### src/rtl/irq_priority_resolver_n.sv
// Parametrised interrupt priority resolver: edge/level capture, masking, fixed or rotating
// priority with in-service nesting, ack/vector handshake and auto/specific/non-specific EOI.
module irq_priority_resolver_n #(
    parameter int NUM_IRQ = 8,
    parameter int IDX_W   = $clog2(NUM_IRQ),
    parameter int VEC_W   = 8
) (
    input  logic                     clk,
    input  logic                     rst_n,
    input  logic [NUM_IRQ-1:0]       irq_in,
    input  logic [NUM_IRQ-1:0]       imr,
    input  logic                     level_mode,
    input  logic                     rotate_mode,
    input  logic                     auto_eoi,
    input  logic [VEC_W-IDX_W-1:0]   vec_base,
    input  logic                     ack,
    input  logic                     eoi,
    input  logic                     eoi_specific,
    input  logic [IDX_W-1:0]         eoi_level,
    output logic                     int_req,
    output logic                     vec_valid,
    output logic [VEC_W-1:0]         vec_out,
    output logic [NUM_IRQ-1:0]       irr,
    output logic [NUM_IRQ-1:0]       isr
);

    localparam int RW = IDX_W + 1;

    typedef enum logic [1:0] {
        ST_IDLE  = 2'd0,
        ST_REQ   = 2'd1,
        ST_GRANT = 2'd2
    } state_t;

    state_t               state_q, state_d;
    logic [NUM_IRQ-1:0]   irr_q, irr_d;
    logic [NUM_IRQ-1:0]   isr_q, isr_d;
    logic [NUM_IRQ-1:0]   irq_prev_q, irq_prev_d;
    logic [IDX_W-1:0]     ptr_q, ptr_d;
    logic                 int_req_q, int_req_d;
    logic                 vec_valid_q, vec_valid_d;
    logic [VEC_W-1:0]     vec_out_q, vec_out_d;

    logic [RW-1:0]        rank [NUM_IRQ];
    logic [NUM_IRQ-1:0]   pend;
    logic [NUM_IRQ-1:0]   eoi_dec;
    logic [RW-1:0]        pend_rank, isr_rank;
    logic [IDX_W-1:0]     pend_idx, isr_idx;
    logic                 cand_valid;
    logic                 isr_any;
    logic [NUM_IRQ-1:0]   grant_set, grant_clr, eoi_clr;

    assign pend    = irr_q & ~imr;
    assign isr_any = |isr_q;

    // rank 0 is highest priority; in rotating mode channel ptr+1 holds rank 0
    generate
        for (genvar gi = 0; gi < NUM_IRQ; gi++) begin : g_rank
            logic [RW-1:0] rot_sum;
            assign rot_sum     = RW'(gi) + RW'(NUM_IRQ) - {1'b0, ptr_q} - RW'(1);
            assign rank[gi]    = !rotate_mode ? RW'(gi)
                               : (rot_sum >= RW'(NUM_IRQ)) ? rot_sum - RW'(NUM_IRQ)
                               : rot_sum;
            assign eoi_dec[gi] = (eoi_level == IDX_W'(gi));
        end
    endgenerate

    always_comb begin
        pend_rank = RW'(NUM_IRQ);
        pend_idx  = '0;
        isr_rank  = RW'(NUM_IRQ);
        isr_idx   = '0;
        for (int i = 0; i < NUM_IRQ; i++) begin
            if (pend[i] && (rank[i] < pend_rank)) begin
                pend_rank = rank[i];
                pend_idx  = IDX_W'(i);
            end
            if (isr_q[i] && (rank[i] < isr_rank)) begin
                isr_rank = rank[i];
                isr_idx  = IDX_W'(i);
            end
        end
        // nesting: only a request strictly above the highest in-service level may interrupt
        cand_valid = (pend_rank < isr_rank);
    end

    always_comb begin
        state_d     = state_q;
        int_req_d   = int_req_q;
        vec_valid_d = 1'b0;
        vec_out_d   = vec_out_q;
        ptr_d       = ptr_q;
        irq_prev_d  = irq_in;
        grant_set   = '0;
        grant_clr   = '0;
        eoi_clr     = '0;

        if (eoi) begin
            if (eoi_specific) begin
                eoi_clr = eoi_dec;
            end else if (isr_any) begin
                eoi_clr = NUM_IRQ'(1) << isr_idx;
                if (rotate_mode) begin
                    ptr_d = isr_idx;
                end
            end
        end

        case (state_q)
            ST_IDLE: begin
                if (cand_valid) begin
                    state_d   = ST_REQ;
                    int_req_d = 1'b1;
                end
            end
            ST_REQ: begin
                if (ack) begin
                    state_d     = ST_GRANT;
                    int_req_d   = 1'b0;
                    vec_valid_d = 1'b1;
                    if (cand_valid) begin
                        vec_out_d = {vec_base, pend_idx};
                        grant_clr = NUM_IRQ'(1) << pend_idx;
                        if (auto_eoi) begin
                            if (rotate_mode) begin
                                ptr_d = pend_idx;
                            end
                        end else begin
                            grant_set = NUM_IRQ'(1) << pend_idx;
                        end
                    end else begin
                        vec_out_d = {vec_base, IDX_W'(NUM_IRQ - 1)};
                    end
                end else if (!cand_valid) begin
                    state_d   = ST_IDLE;
                    int_req_d = 1'b0;
                end
            end
            ST_GRANT: begin
                // pass through IDLE without a dead cycle so int_req can return at ack+2
                if (cand_valid) begin
                    state_d   = ST_REQ;
                    int_req_d = 1'b1;
                end else begin
                    state_d   = ST_IDLE;
                    int_req_d = 1'b0;
                end
            end
            default: begin
                state_d   = ST_IDLE;
                int_req_d = 1'b0;
            end
        endcase

        irr_d = level_mode ? irq_in : ((irr_q & ~grant_clr) | (irq_in & ~irq_prev_q));
        isr_d = (isr_q & ~eoi_clr) | grant_set;
    end

    always_ff @(posedge clk or negedge rst_n) begin
        if (!rst_n) begin
            state_q     <= ST_IDLE;
            irr_q       <= '0;
            isr_q       <= '0;
            irq_prev_q  <= '0;
            ptr_q       <= IDX_W'(NUM_IRQ - 1);
            int_req_q   <= 1'b0;
            vec_valid_q <= 1'b0;
            vec_out_q   <= '0;
        end else begin
            state_q     <= state_d;
            irr_q       <= irr_d;
            isr_q       <= isr_d;
            irq_prev_q  <= irq_prev_d;
            ptr_q       <= ptr_d;
            int_req_q   <= int_req_d;
            vec_valid_q <= vec_valid_d;
            vec_out_q   <= vec_out_d;
        end
    end

    assign int_req   = int_req_q;
    assign vec_valid = vec_valid_q;
    assign vec_out   = vec_out_q;
    assign irr       = irr_q;
    assign isr       = isr_q;

endmodule

### config.mk
export PLATFORM = sky130hd
export DESIGN_NAME = irq_priority_resolver_n
export DESIGN_NICKNAME = d
export VERILOG_FILES = /design/src/rtl/irq_priority_resolver_n.sv
export SDC_FILE = /design/constraint.sdc
export NUM_CORES = 1
export LEC_CHECK = 0
export ABC_AREA = 1
export CORE_MARGIN = 10
export CORE_UTILIZATION = 35
export DETAILED_ROUTE_END_ITERATION = 10
export SLEW_MARGIN = 40
export SYNTH_ARGS = -nofsm -noshare
export SYNTH_HDL_FRONTEND = slang
export SYNTH_SLANG_ARGS = --single-unit
### constraint.sdc
create_clock -name clk -period 11.8 [get_ports clk]
set_input_delay 2.36 -clock clk [delete_from_list [all_inputs] [get_ports clk]]
set_output_delay 2.36 -clock clk [all_outputs]
set_load 0.01 [all_outputs]
After elaboration in Yosys (flattened, before gate mapping)
Cells that the tools add are included.
Widths: inputs -> output; s select.
- register bits after elaboration: 39
- input port bits: 32
- output and inout bits: 26
- add/sub/neg operators: 24
- $lt $le $gt $ge: 24
- equal/unequal tests: 11
- shift operators: 2
- mux-type cells: 79
- bitwise operators: 10
- reduce and logical (&&, ||, !) cells: 21
- operator list (kind ; count):
    $mux 4 ; 32
    $mux 8 ; 11
    $mux 3 ; 22
    $lt 4x4->1 ; 15
    $and 8x8->8 ; 4
    $ge 4x4->1 const B ; 8
    $not 8->8 ; 4
    $sub 4x1->4 const B ; 8
    $sub 4x3->4 const A ; 8
    $sub 4x4->4 const B ; 8
    $logic_and 1x1->1 ; 16
    $or 8x8->8 ; 2
    $shl 1x3->8 const A ; 2
    $eq 3x3->1 const B ; 4
    $mux 1 ; 9
    $reduce_or 8->1 ; 1
    $eq 3x2->1 const B ; 2
    $mux 2 ; 3
    $pmux 2 s3 ; 1
    $lt 4x4->1 const B ; 1
    $reduce_and 2->1 ; 2
    $eq 3x1->1 const B ; 1
    $logic_not 3->1 ; 1
    $ne 3x3->1 const B ; 1
    other kinds (5) ; 5

Depth between registers and ports, before layout
- depth after elaboration: 38
- gate-level depth with buffers: 69
- gate-level depth less buffers: 68

Worst setup path after synthesis
OpenSTA, ideal clock, no wires.
- path kind: input-to-reg
- start point: in rotate_mode
- end point: reg ptr_q[0]
- library setup time: 0.067 ns
- arrival: 10.499 ns
- path slack: 1.234 ns
- stages: 53
- buffers on the path: 2
- cell sequence: buf_6 nand2_1 buf_2 clkinv_1 ha_1 nand2_1 nand2_1 nand2_1 nand2_1 nand2_1 nand2_2 nand2_1 nand2_1 ha_1 nor3b_1 nand2_4 inv_1 nand2_1 [... 17 more ...] nand2_4 nand3_1 ha_1 a2111oi_0 nand2_4 nand2_1 o21ai_0 ha_1 a2111oi_0 nand2_4 inv_1 nor2_1 ha_1 a21oi_2 nand4_2 nand2_1 inv_1 nor2_1
- longest elaborated chain between the ends: 34
- ends and longest elaborated chain (item ; RTL line ; source):
    start, declared ; 13 ; input logic rotate_mode,
    $mux 4 ; 61 ; assign rank[gi] = !rotate_mode ? RW'(gi)
    $lt 4x4->1 ; 74, 78 ;
    $logic_and 1x1->1 ; 78 ; if (isr_q[i] && (rank[i] < isr_rank)) begin
    $mux 4 ; 78 ;
    $lt 4x4->1 ; 78 ;
    $logic_and 1x1->1 ; 78 ;
    $mux 4 ; 78 ;
    $lt 4x4->1 ; 78 ;
    [... 19 more ...] ; n/a ;
    $mux 3 ; 99 ; if (eoi_specific) begin
    $mux 3 ; 98 ; if (eoi) begin
    $mux 3 ; 125 ; if (rotate_mode) begin
    $mux 3 ; 124 ; if (auto_eoi) begin
    $mux 3 ; 121 ; if (cand_valid) begin
    $mux 3 ; 117 ; if (ack) begin
    $mux 3 (*) ; 109 ; case (state_q)
    named net ptr_d[0] ; 39 ; logic [IDX_W-1:0] ptr_q, ptr_d;
    end signal, assigned ; 165 ; ptr_q <= IDX_W'(NUM_IRQ - 1);
    end signal, assigned ; 174 ; ptr_q <= ptr_d;
    end, declared ; 39 ;
Mark *: on every way through the listed nets, which the timed path passes. The rest lies on a longest branch.
A chain may end at the register's enable or synchronous reset.

Worst setup path in the final report
- start point: in rotate_mode
- end point: reg irr_q[4], in the netlist irr[4]
- longest elaborated chain between the ends: 33
- ends and longest elaborated chain (item ; RTL line ; source):
    $mux 4 ; 61 ;
    $lt 4x4->1 ; 74, 78 ;
    $logic_and 1x1->1 (on tied branches) ; 74, 78 ;
    $mux 4 (on tied branches) ; 74, 78 ;
    $lt 4x4->1 (on tied branches) ; 74, 78 ;
    $logic_and 1x1->1 (on tied branches) ; 74, 78 ;
    $mux 4 (on tied branches) ; 74, 78 ;
    $lt 4x4->1 (on tied branches) ; 74, 78 ;
    [... 18 more ...] ; n/a ;
    $mux 8 (*) ; 121 ;
    $mux 8 (*) ; 117 ;
    $mux 8 (*) ; 109 ;
    $not 8->8 (*) ; 155 ; irr_d = level_mode ? irq_in : ((irr_q & ~grant_clr) | (irq_in & ~irq_prev_q));
    $and 8x8->8 (*) ; 155 ;
    $or 8x8->8 (*) ; 155 ;
    $mux 8 (*) ; 155 ;
    named net irr_d[4] ; 36 ; logic [NUM_IRQ-1:0] irr_q, irr_d;
    end signal, assigned ; 171 ; irr_q <= irr_d;
    end, declared ; 36 ;
Marked as above.

==> impl_metrics.tcl <==
set metrics [dict create \
    run_status "complete, no violations" \
    dp_worst_setup_slack_ns 0.176 \
    rsz0062_at_grt "no" \
    via_per_inst 5.07 \
    n_antenna_cell 0 \
    fin_skew_ns 0.00450 \
    tns_ns 0 \
    antenna_left 0 \
    hpwl_um 10400 \
    syn2layout_area_growth_pct 23.0 \
    grt.met1_usage_pct 19.5 \
    period_share_pct 92.2 \
    drt-total-wl_um 12900 \
    slew_headroom_pct 57.3 \
    regToRegSetupSlack_ns 2.91 \
    path_clk_slew_ns 0.06 \
    synthTopCellsByArea "dfrtp_1 (22%), nand2_1 (21%), nand3_1 (8.9%)" \
    maxSlewViolCount 0 \
    p_leak_uw 0.00278 \
    synthFlopType "dfrtp_1" \
    yosysTopAreaCellShare_pct 21.9 \
    cts_max_level 2 \
    setup_viol 0 \
    clock_path_buffers 2 \
    ys_ff_latch 39 \
    worstReg2RegStart "ptr_q[1]" \
    portBuffers 57 \
    critPathLaunch "rotate_mode" \
    avgSynthCellArea_sq_um 6.24 \
    wl_per_cell_um 14.7 \
    synth-edff-count 0 \
    synth_seq_area_share_pct 23.8 \
    drc 0 \
    io-pin-count 58 \
    synth_cell_types 37 \
    crit_end "irr[4]" \
    p_total_uw 1690 \
    synth_top_cell_by_area "dfrtp_1" \
    max_stage_delay_ns 0.71 \
    syn_area_sq_mm 0.00412 \
    synthCells 660 \
    arrival_ns 11.05 \
    gp_congestion 0.918 \
    reg2reg_depth 53 \
    cp_max_fo 10 \
    setup_ws_ns 0.921 \
    cts_buffers 5 \
    root_buffer "clkbuf_16" \
    grt_max_degree 40 \
    worstHoldPathType "flip-flop to flip-flop" \
    drt_iter0_drc 331 \
    ir_drop_v 0.000225 \
    postCtsHoldBufs 0 \
    drive_gt1_share_pct 12.6 \
    synth.top_cells.by_count "nand2_1 (234), inv_1 (74), nand3_1 (73)" \
    post_cts_buffers 0 \
    grt_pass1_vias 4376 \
    yosysWarnings 0 \
    critPathLaunchType "input pin" \
    p_per_area_mw_per_mm2 334 \
    antenna_found_initial 0 \
    holdWs_ns 0.481 \
    die_w_um 128 \
    ys_async_sr_fraction_pct 100 \
    criticalPathCategory "input pin to flip-flop" \
    clkLatencyLatePin_ns 0.28 \
    timing.rr.end "irr[4]" \
    grtUsageMet2_pct 26.5 \
    fin_crit_ns 10.88 \
    grt_pass1_wl_um 21500 \
    grt.total_usage_pct 15.6 \
    start_util_pct 35.9 \
    die_h_um 128 \
    use_met3_pct 3.24 \
    cts_tree "done" \
    worstPathRequired_ns 11.97 \
    grt_overflow 0 \
    tightest_slew_ns 0.635 \
    critPathMostFrequentCell "nand2_1" \
    die-area_sq_mm 0.0165 \
    core_area_sq_mm 0.0115 \
    num_vias 4432 \
    critPathCaptureType "flip-flop" \
    maxCapViolations 0 \
    post-synth-top-count-cell "nand2_1" \
    grt.busiest_layer "met2" \
    cts.sinks 39 \
    fmax_mhz 91.9 \
    nets 791 \
    firstDrtPassIters 5 \
    critPathSlowestCell "clkdlybuf4s50_1" \
    finalHoldViolCount 0 \
    rows 39 \
]
-- cell type report --
cell class,count,area (sq um)
Clock buffer,7,143
Clock inverter,1,5.00
Fill cell,1206,6400
Inverter,92,345
Multi-Input combinational cell,529,2790
Sequential cell,39,980
Tap cell,143,179
Timing Repair Buffer,64,621
-- report_power, final --
part           internal (uW)  switching, uW
Sequential               180           41.5
Combinational            469            867
Clock                   83.6           48.3
-- state kept, by name (all words and copies together), names as in the netlist --
register and cells:
irq_prev_q 8, irr 8, isr 8, vec_out 8, ptr_q 3, state_q 2
int_req 1, vec_valid 1
-- cell usage in the layout (no fill, tap or decap), types with 3 or more instances in the layout --
cell,Yosys,routed
nand3_1,73,73
nor2_2,6,6
nor3_1,7,7
ha_1,28,28
o22ai_1,3,3
dfstp_2,3,3
nand4_1,9,9
clkbuf_16,0,5
nand2_1,234,234
nor3b_1,4,3
nand3_2,5,5
nor2_1,38,38
o21ai_0,36,36
inv_2,16,16
buf_4,0,8
clkdlybuf4s50_1,0,56
nand2_4,16,16
nand2_2,20,20
conb_1,1,8
dfrtp_1,36,36
inv_1,74,74
o21ai_1,16,16
a21oi_1,6,6
-- critical path, delay by kind of cell --
kind / cells / cell delay (ns)
buffers and inverters: 12 / 1.73
AO/OA/AOI/OAI: 7 / 1.75
AND/OR/NAND/NOR: 26 / 3.08
adder cells (fa/ha/maj): 8 / 2.10
-- kinds of logic after synthesis --
kind of cell    Yosys count  synth area share (%)
other cells               1                0.0911
compound gates           72                  10.0
simple gates            421                  48.3
fa+ha+maj                28                  8.51
buf+inv                  99                  9.33
flops                    39                  23.8
-- worst min-delay path by stage --
stage / start / endpoint / depth (start not counted)
global placement: vec_out[7] / vec_out[7] / 2
detailed placement: vec_out[2] / vec_out[2] / 2
CTS: irq_prev_q[7] / irr[7] / 3
floorplan: irq_prev_q[0] / irr[0] / 3
global route: vec_out[5] / vec_out[5] / 2
finish: irq_prev_q[7] / irr[7] / 3
-- layer usage --
| metal | up-vias | part of all wire (%) |
|---|---|---|
| li1 | 2256 | - |
| met1 | 2049 | 45 |
| met2 | 106 | 48 |
| met3 | 21 | 5.5 |
| met4 | 0 | 2.1 |
| met5 | - | 0 |
-- repair_timing --
action                                  4_1_cts  5_1_grt
endpoints found under the setup margin        0       24
resized for setup                             0        2
endpoints found under the hold margin         0        0
-- through the flow --
stage / cell area, sq um / cells / utilization, %
detailed placement: 4900 / 867 / 42.8
CTS: 5050 / 875 / 44.0
finish: 5060 / 875 / 44.1
floorplan: 4140 / 667 / -
global route: 5060 / 875 / 44.1
global placement: 4900 / 867 / 42.7
Note: power is estimated with default switching activity, not from simulation.
